[config.mk]
export PLATFORM = sky130hd
export DESIGN_NAME = vec_vsetvl_ctrl
export DESIGN_NICKNAME = d
export VERILOG_FILES = /design/src/rtl/vec_vsetvl_ctrl.sv
export SDC_FILE = /design/constraint.sdc
export NUM_CORES = 1
export LEC_CHECK = 0
export ABC_AREA = 1
export BUFFER_PORTS_ARGS = -buffer_cell sky130_fd_sc_hd__clkbuf_2
export CAP_MARGIN = 30
export CORE_MARGIN = 5
export CORE_UTILIZATION = 54
export CTS_CLUSTER_DIAMETER = 30
export DETAILED_ROUTE_END_ITERATION = 6
export PLACE_DENSITY = 0.81
export SETUP_SLACK_MARGIN = 0.05
export SYNTH_ARGS = -nofsm -noshare
export SYNTH_HDL_FRONTEND = slang
export SYNTH_SLANG_ARGS = --single-unit
[constraint.sdc]
create_clock -name clk -period 7.9 [get_ports clk]
set_input_delay 2.37 -clock clk [delete_from_list [all_inputs] [get_ports clk]]
set_output_delay 2.37 -clock clk [all_outputs]
set_load 0.02 [all_outputs]
[src/rtl/vec_vsetvl_ctrl.sv]
// vset{i}vl{i} configuration controller: decodes the instruction, derives vtype/vl
// against VLMAX, waits for the vector pipeline to drain, then commits to the CSRs.
module vec_vsetvl_ctrl #(
  parameter int XLEN = 32,
  parameter int VLEN = 512
) (
  input  logic            clk,
  input  logic            n_rst,
  input  logic            req_valid,
  output logic            req_ready,
  input  logic [XLEN-1:0] inst,
  input  logic [XLEN-1:0] rs1_data,
  input  logic [XLEN-1:0] rs2_data,
  input  logic [XLEN-1:0] cur_vl,
  input  logic            vec_busy,
  output logic            cfg_wr_en,
  output logic [XLEN-1:0] cfg_vtype,
  output logic [XLEN-1:0] cfg_vl,
  output logic            resp_valid,
  input  logic            resp_ready,
  output logic [4:0]      rd_addr,
  output logic [XLEN-1:0] rd_data,
  output logic            rd_we,
  output logic            illegal
);

  localparam int         VLEN_LOG2 = $clog2(VLEN);
  localparam logic [6:0] OP_V      = 7'h57;

  typedef enum logic [2:0] {IDLE, CALC, WAIT, COMMIT, RESP} state_t;

  state_t state, state_nxt;

  logic [XLEN-1:0] inst_p0, rs1_p0, rs2_p0, cur_vl_p0;
  logic            accept;

  logic [4:0]        rd_f, rs1_f;
  logic [XLEN-1:0]   vtype_src, avl, vlmax, new_vtype, new_vl;
  logic [2:0]        vsew, vlmul;
  logic signed [7:0] lmul_log2, sew_log2, vl_log2;
  logic              vill;
  logic              unused_bits;

  function automatic logic is_vset(input logic [XLEN-1:0] w);
    return (w[6:0] == OP_V) && (w[14:12] == 3'b111) &&
           (!w[31] || (w[31:30] == 2'b11) || (w[31:25] == 7'b1000000));
  endfunction

  function automatic logic [XLEN-1:0] clamp_vl(input logic [XLEN-1:0] a,
                                               input logic [XLEN-1:0] lim);
    return (a < lim) ? a : lim;
  endfunction

  assign accept = req_valid && req_ready;

  // Stage p0: operands captured at the request handshake
  always_ff @(posedge clk) begin
    if (accept) begin
      inst_p0   <= inst;
      rs1_p0    <= rs1_data;
      rs2_p0    <= rs2_data;
      cur_vl_p0 <= cur_vl;
    end
  end

  // Opcode/funct3 were already checked at accept; the MSB of vtype is not part of vill
  assign unused_bits = ^{inst_p0[14:12], inst_p0[6:0], vtype_src[XLEN-1]};

  always_comb begin
    rd_f  = inst_p0[11:7];
    rs1_f = inst_p0[19:15];

    if (!inst_p0[31])
      vtype_src = {{(XLEN-11){1'b0}}, inst_p0[30:20]};
    else if (inst_p0[30])
      vtype_src = {{(XLEN-10){1'b0}}, inst_p0[29:20]};
    else
      vtype_src = rs2_p0;

    if (inst_p0[31:30] == 2'b11)
      avl = {{(XLEN-5){1'b0}}, rs1_f};
    else if (rs1_f != 5'd0)
      avl = rs1_p0;
    else if (rd_f != 5'd0)
      avl = '1;
    else
      avl = cur_vl_p0;

    vsew  = vtype_src[5:3];
    vlmul = vtype_src[2:0];

    case (vlmul)
      3'b000:  lmul_log2 = 8'sd0;
      3'b001:  lmul_log2 = 8'sd1;
      3'b010:  lmul_log2 = 8'sd2;
      3'b011:  lmul_log2 = 8'sd3;
      3'b101:  lmul_log2 = -8'sd3;
      3'b110:  lmul_log2 = -8'sd2;
      3'b111:  lmul_log2 = -8'sd1;
      default: lmul_log2 = 8'sd0;
    endcase

    // log2(VLMAX) = log2(VLEN) + log2(LMUL) - log2(SEW); negative means VLMAX < 1
    sew_log2 = 8'sd3 + $signed({6'd0, vsew[1:0]});
    vl_log2  = $signed(8'(VLEN_LOG2)) + lmul_log2 - sew_log2;
    vlmax    = (vl_log2 < 8'sd0) ? '0 : ({{(XLEN-1){1'b0}}, 1'b1} << vl_log2[6:0]);

    vill      = vsew[2] || (vlmul == 3'b100) || (|vtype_src[XLEN-2:8]) || (vlmax == '0);
    new_vtype = vill ? {1'b1, {(XLEN-1){1'b0}}} : {{(XLEN-8){1'b0}}, vtype_src[7:0]};
    new_vl    = vill ? '0 : clamp_vl(avl, vlmax);
  end

  always_ff @(posedge clk or negedge n_rst) begin
    if (!n_rst) state <= IDLE;
    else        state <= state_nxt;
  end

  always_comb begin
    state_nxt  = state;
    req_ready  = 1'b0;
    cfg_wr_en  = 1'b0;
    resp_valid = 1'b0;
    case (state)
      IDLE: begin
        req_ready = 1'b1;
        if (req_valid) state_nxt = is_vset(inst) ? CALC : RESP;
      end
      CALC:   state_nxt = vec_busy ? WAIT : COMMIT;
      WAIT:   if (!vec_busy) state_nxt = COMMIT;
      COMMIT: begin
        cfg_wr_en = 1'b1;
        state_nxt = RESP;
      end
      RESP: begin
        resp_valid = 1'b1;
        if (resp_ready) state_nxt = IDLE;
      end
      default: state_nxt = IDLE;
    endcase
  end

  // Stage p1: result registers, held through COMMIT and RESP
  always_ff @(posedge clk or negedge n_rst) begin
    if (!n_rst) begin
      cfg_vtype <= '0;
      cfg_vl    <= '0;
      rd_data   <= '0;
      rd_addr   <= '0;
      rd_we     <= 1'b0;
      illegal   <= 1'b0;
    end else begin
      if (accept) begin
        rd_addr <= inst[11:7];
        illegal <= !is_vset(inst);
        rd_we   <= 1'b0;
        rd_data <= '0;
      end
      if (state == CALC) begin
        cfg_vtype <= new_vtype;
        cfg_vl    <= new_vl;
        rd_data   <= new_vl;
        rd_we     <= (rd_f != 5'd0);
      end
    end
  end

endmodule

# Yosys cells after proc, flatten, opt, wreduce, memory -nomap -nowiden
# Index checks and enable logic that the tools add are counted.
# totals
output_inout_bits,106
wordCells,76
inputBits,133
reg_bits,233
# op_classes
add_sub_neg,3
n_reduce_logical,17
order_cmp,2
muxes,23
n_eq_ne,19
shift,1
# op_table
cell,count
32-bit two-way mux,9
31-bit two-way mux,2
8-bit case mux with 6 select lines,1
32-bit logical NOT,1
32-bit less-than comparator,1
1-bit by 7-bit << shifter with 32-bit output (first input constant),1
23-bit OR reduction,1
3-bit == test (second input constant),6
3-bit case mux with 5 select lines,1
7-bit == test (second input constant),2
3-bit by 2-bit == test with 1-bit output (second input constant),4
3-bit two-way mux,4
5-bit nonzero test,2
5-bit by 8-bit adder with 8-bit output (first input constant),1
8-bit by 1-bit less-than comparator with 1-bit output (second input constant),1
8-bit by 4-bit subtractor with 8-bit output,1
3-bit by 1-bit == test with 1-bit output (second input constant),2
1-bit two-way mux,6
2-bit inequality test (second input constant),3
1-bit logical OR,5
2-bit == test (second input constant),2
2-bit by 2-bit adder with 3-bit output (first input constant),1
1-bit logical AND,3
3-bit logical NOT,1
other kinds (3),4

# Longest topological paths before layout
# depth
depth_word,12
mapped_depth,35
mapped_depth_nobuf,32

# Worst setup path after synthesis
# OpenSTA, ideal clock, no wires.
# synth_path
path_type,in2reg
start,input req_valid
end,register rd_data[30]
path_slack_ps,-809
required_time_ps,7781
path_buffers,1
cell_stages,6
arrival_ps,8589
setup_time_ps,119
path_cell_list,inv_1 nor2_1 nor2_1 clkbuf_1 nand2_1 nand2_1
# synth_via
elab_chain_cells,2
# synth_lines
item,line_no,text
start: declaration,9,"input logic req_valid,"
1-bit logical AND,54,assign accept = req_valid && req_ready;
named net accept,35,logic accept;
2-bit nonzero test (no line),n/a,
end signal: assignment,161,rd_data <= new_vl;
end: declaration,22,"output logic [XLEN-1:0] rd_data,"
# The timed path passes the listed nets, and every way through them passes these cells.
# A chain may end at the register's enable or synchronous reset.

# Worst setup path in the final report
# layout_path
start,register inst_p0[31]
end,register rd_data[24]
# layout_via
elab_chain_cells,11
# layout_lines
item,line_no,text
start: declaration,34,"logic [XLEN-1:0] inst_p0, rs1_p0, rs2_p0, cur_vl_p0;"
start signal: assignment,59,inst_p0 <= inst;
31-bit two-way mux,73,if (!inst_p0[31])
"3-bit == test, or another cell as far along",92,case (vlmul)
8-bit case mux with 6 select lines,92,
5-bit by 8-bit adder with 8-bit output,105,vl_log2 = $signed(8'(VLEN_LOG2)) + lmul_log2 - sew_log2;
8-bit by 4-bit subtractor with 8-bit output,105,
8-bit by 1-bit less-than comparator with 1-bit output / 1-bit by 7-bit << shifter with 32-bit output (equally long branches),106,"vlmax = (vl_log2 < 8'sd0) ? '0 : ({{(XLEN-1){1'b0}}, 1'b1} << vl_log2[6:0]);"
32-bit two-way mux,106,
32-bit less-than comparator / 32-bit logical NOT (equally long branches),"51, 108",
32-bit two-way mux / 1-bit logical OR (equally long branches),"51, 108",
32-bit two-way mux (*),110,"new_vl = vill ? '0 : clamp_vl(avl, vlmax);"
32-bit two-way mux (*),158,if (state == CALC) begin
# Every way passes the cells marked *; elsewhere a longest branch is shown, timed or not.

==> impl_metrics.toml <==
[clocking]
cts_setup_buffers = 0
tritoncts.num_buffers = 17
cts_root_buf = "clkbuf_16"
clock_sinks = 200
cts_hold_buffers = 0
htree_levels = 4
cts_resized = 0
insertion_delay_ns = 0.43
clock_path_buffers = 2
cts.clk_slew.worst_paths_ns = 0.07
cts_tree = "built"

[critical_path]
slowest_delay_ns = 0.71
worstPathArrival_ns = 6.68
cp_max_fo = 32
ff2ff_setup_slack_ns = 1.59
crit_slowest_cell = "a211oi_4"
reg2regPathDepth = 28
required_ns = 8.27
timing.rr.start = "inst_p0[31]"
start_kind = "flop"
crit_path_frequent_cell = "nand2_1"
crit_buf_inv = 6
critPathTopFamily = "simple AND/OR/NAND/NOR gates"
r2r_end = "rd_data[24]"
critical_path_class = "flop to flop"
endpoint_kind = "flop"

[worst_hold_path]
hp-class = "flop to flop"
hold_end = "rd_addr[0]"
min_path_cells = 2
hold_path.startpoint = "rd_addr[0]"

[drt]
wl_met1_um = 8880
met3WireLength_um = 1890
via_count = 7048
drt_iter0_drc = 545
dr.max_layer_used = "met4"
firstDrtPassIters = 5
wl_met2_um = 11100
drt_wl_total_um = 22200
viasPerCell = 5.27
drtAntennaViolNets = 0
wl_per_cell_um = 16.6
route.detailed.drc = 0

[cells_and_area]
syn_to_final_growth_pct = 19.9
nets = 1273
antenna_cells = 0
drive_gt1_frac = 0.279

[synthesis]
yosysWarnings = 0
ys_ff_latch = 200
yosysSeqAreaShare = 0.593
syn_avg_cell_area_sq_um = 10.6
syn-cell-area_sq_um = 9420
synth_cells = 892
synth.distinct_cells = 43

[timing]
fin_crit_ns = 6.31
fmax_ghz = 0.158
slew_violations = 0
grt_setup_unrepaired = "false"
setup_viol = 0
hold_viol = 0
finClkSkew_ns = 0.00921
tightest_slew_ns = 0.887
relSlewSlack = 0.407
fin_ws_ns = 1.59
final.setup.tns_ns = 0
fin_crit_sh = 0.799

[global_routing]
grt_pass1_wl_um = 35300
grt_use_total = 0.223
grt_max_degree = 73
antenna_found_initial = 0
overflow = 0
grt_pass1_vias = 7085

[floorplanning]
fp.coreArea_sq_um = 17200
die_area_sq_um = 20200
start_util = 0.547
die_h_um = 142
fp.dieW_um = 142
rows = 48
io_pins = 239

[placement]
hpwl_um = 16500
place_congestion = 0.926
pre_cts_slack_ns = 1.75
port_buffers = 214

[status]
status = "complete, no violations"

[power]
power.density_nw_per_um2 = 312
vdd_drop_max_v = 0.000205
p_leak_nw = 5.67

[flow_run]
cap_viol_max_count = 0
-- through the flow --
stage	power, mW	util	std cells	area, sq um	hold WS, ns
after floorplan	2.29	-	914	9510	0.519
after global placement	2.53	0.613	1304	10600	0.456
after detailed placement	2.56	0.616	1306	10600	0.465
after CTS	3.54	0.655	1338	11300	0.484
after global routing	3.75	0.655	1338	11300	0.506
final	3.53	0.655	1338	11300	0.480
-- cells in the mapped netlist --
cell	number	share of area
nand2_1	256	0.10
edfxtp_1	117	0.37
dfrtp_1	83	0.22
inv_1	80	0.032
nand3_1	47	0.025
nor2_1	41	0.016
ha_1	39	0.052
nand3_2	31	0.033
o221ai_1	29	0.027
buf_4	26	0.021
clkbuf_1	22	0.0088
a21oi_1	19	0.010
nand4_1	19	0.013
o21ai_0	15	0.0080
nand2_2	7	0.0046
nor3_1	7	0.0037
nor4_1	6	0.0040
nand2_4	4	0.0048
a211oi_1	3	0.0024
buf_6	3	0.0036
buf_8	3	0.0048
mux2i_1	3	0.0032
o21a_1	3	0.0024
o22ai_1	3	0.0020
or4_1	3	0.0024
buf_2	2	0.0011
nor2_2	2	0.0013
o31ai_1	2	0.0016
or2_2	2	0.0013
or3_1	2	0.0013
a22oi_1	1	0.00080
a32o_1	1	0.0011
clkinv_1	1	0.00040
conb_1	1	0.00040
fa_1	1	0.0021
inv_2	1	0.00040
inv_4	1	0.00066
nand3_4	1	0.0019
nand3b_1	1	0.00080
nand4_4	1	0.0023
nor2_8	1	0.0021
o221a_2	1	0.0012
o41ai_1	1	0.00093
-- sequential cells by signal (all words and copies together), names as in the netlist --
register,count
rd_addr,5
inst_p0,22
rs2_p0,31
illegal,1
cur_vl_p0,32
cfg_vl,32
cfg_vtype,9
rd_data,32
state,3
rs1_p0,32
rd_we,1
-- where the power goes --
part	leakage, nW	internal [mW]	switching (mW)	total [mW]
registers	2.25	1.31	0.0567	1.36
clock network	0.328	0.596	0.383	0.979
logic	3.10	0.364	0.821	1.19
-- cells by family after synthesis --
group | synth area share
simple gates | 0.219
buf+inv | 0.0723
compound gates | 0.0574
other cells | 0.000398
flops | 0.593
fa+ha+maj | 0.0539
mux | 0.00319
-- placed cells by master (no fill, tap or decap), types with 7 or more instances in the layout --
| cell | instances |
|---|---|
| dfrtp_1 | 83 |
| nand2_1 | 255 |
| nand2_2 | 8 |
| clkbuf_16 | 17 |
| o221ai_1 | 29 |
| nor3_1 | 7 |
| inv_1 | 80 |
| buf_4 | 8 |
| nor2_1 | 39 |
| a21oi_1 | 19 |
| nand3_1 | 47 |
| ha_1 | 39 |
| nand4_1 | 19 |
| edfxtp_1 | 117 |
| clkbuf_2 | 213 |
| nand3_2 | 31 |
| o21ai_0 | 15 |
| conb_1 | 23 |
-- metal layers --
metal	vias to the layer above	GRT usage
met5	-	0
met4	0	0.0581
met3	22	0.0702
met2	253	0.382
met1	3345	0.276
li1	3428	-
-- layout make-up --
type,count,area (sq um)
sequential,200,5590
tap,225,282
clock inverter,15,243
timing repair buffer,223,1180
fill,1385,5940
clock buffer,17,425
multi-input combinational,575,3260
inverter,83,314
-- how the worst max path moves through the flow --
stage | from | endpoint | slack [ns] | depth (start not counted)
2_1_floorplan | req_valid | rd_data[30] | 1.37 | 6
3_3_place_gp | inst_p0[31] | rd_data[24] | 1.82 | 28
3_5_place_dp | inst_p0[31] | rd_data[24] | 1.75 | 28
4_1_cts | inst_p0[31] | rd_data[24] | 1.64 | 28
5_1_grt | inst_p0[31] | cfg_vl[30] | 0.96 | 28
6_report | inst_p0[31] | rd_data[24] | 1.59 | 28
-- tightest hold or removal path, delay by kind of cell, from the launching register on --
| kind | cells | cell delay, ns |
|---|---|---|
| flip-flops | 1 | 0.35 |
| AND/OR/NAND/NOR | 2 | 0.11 |
No activity file was read; power rests on OpenSTA's default activity.
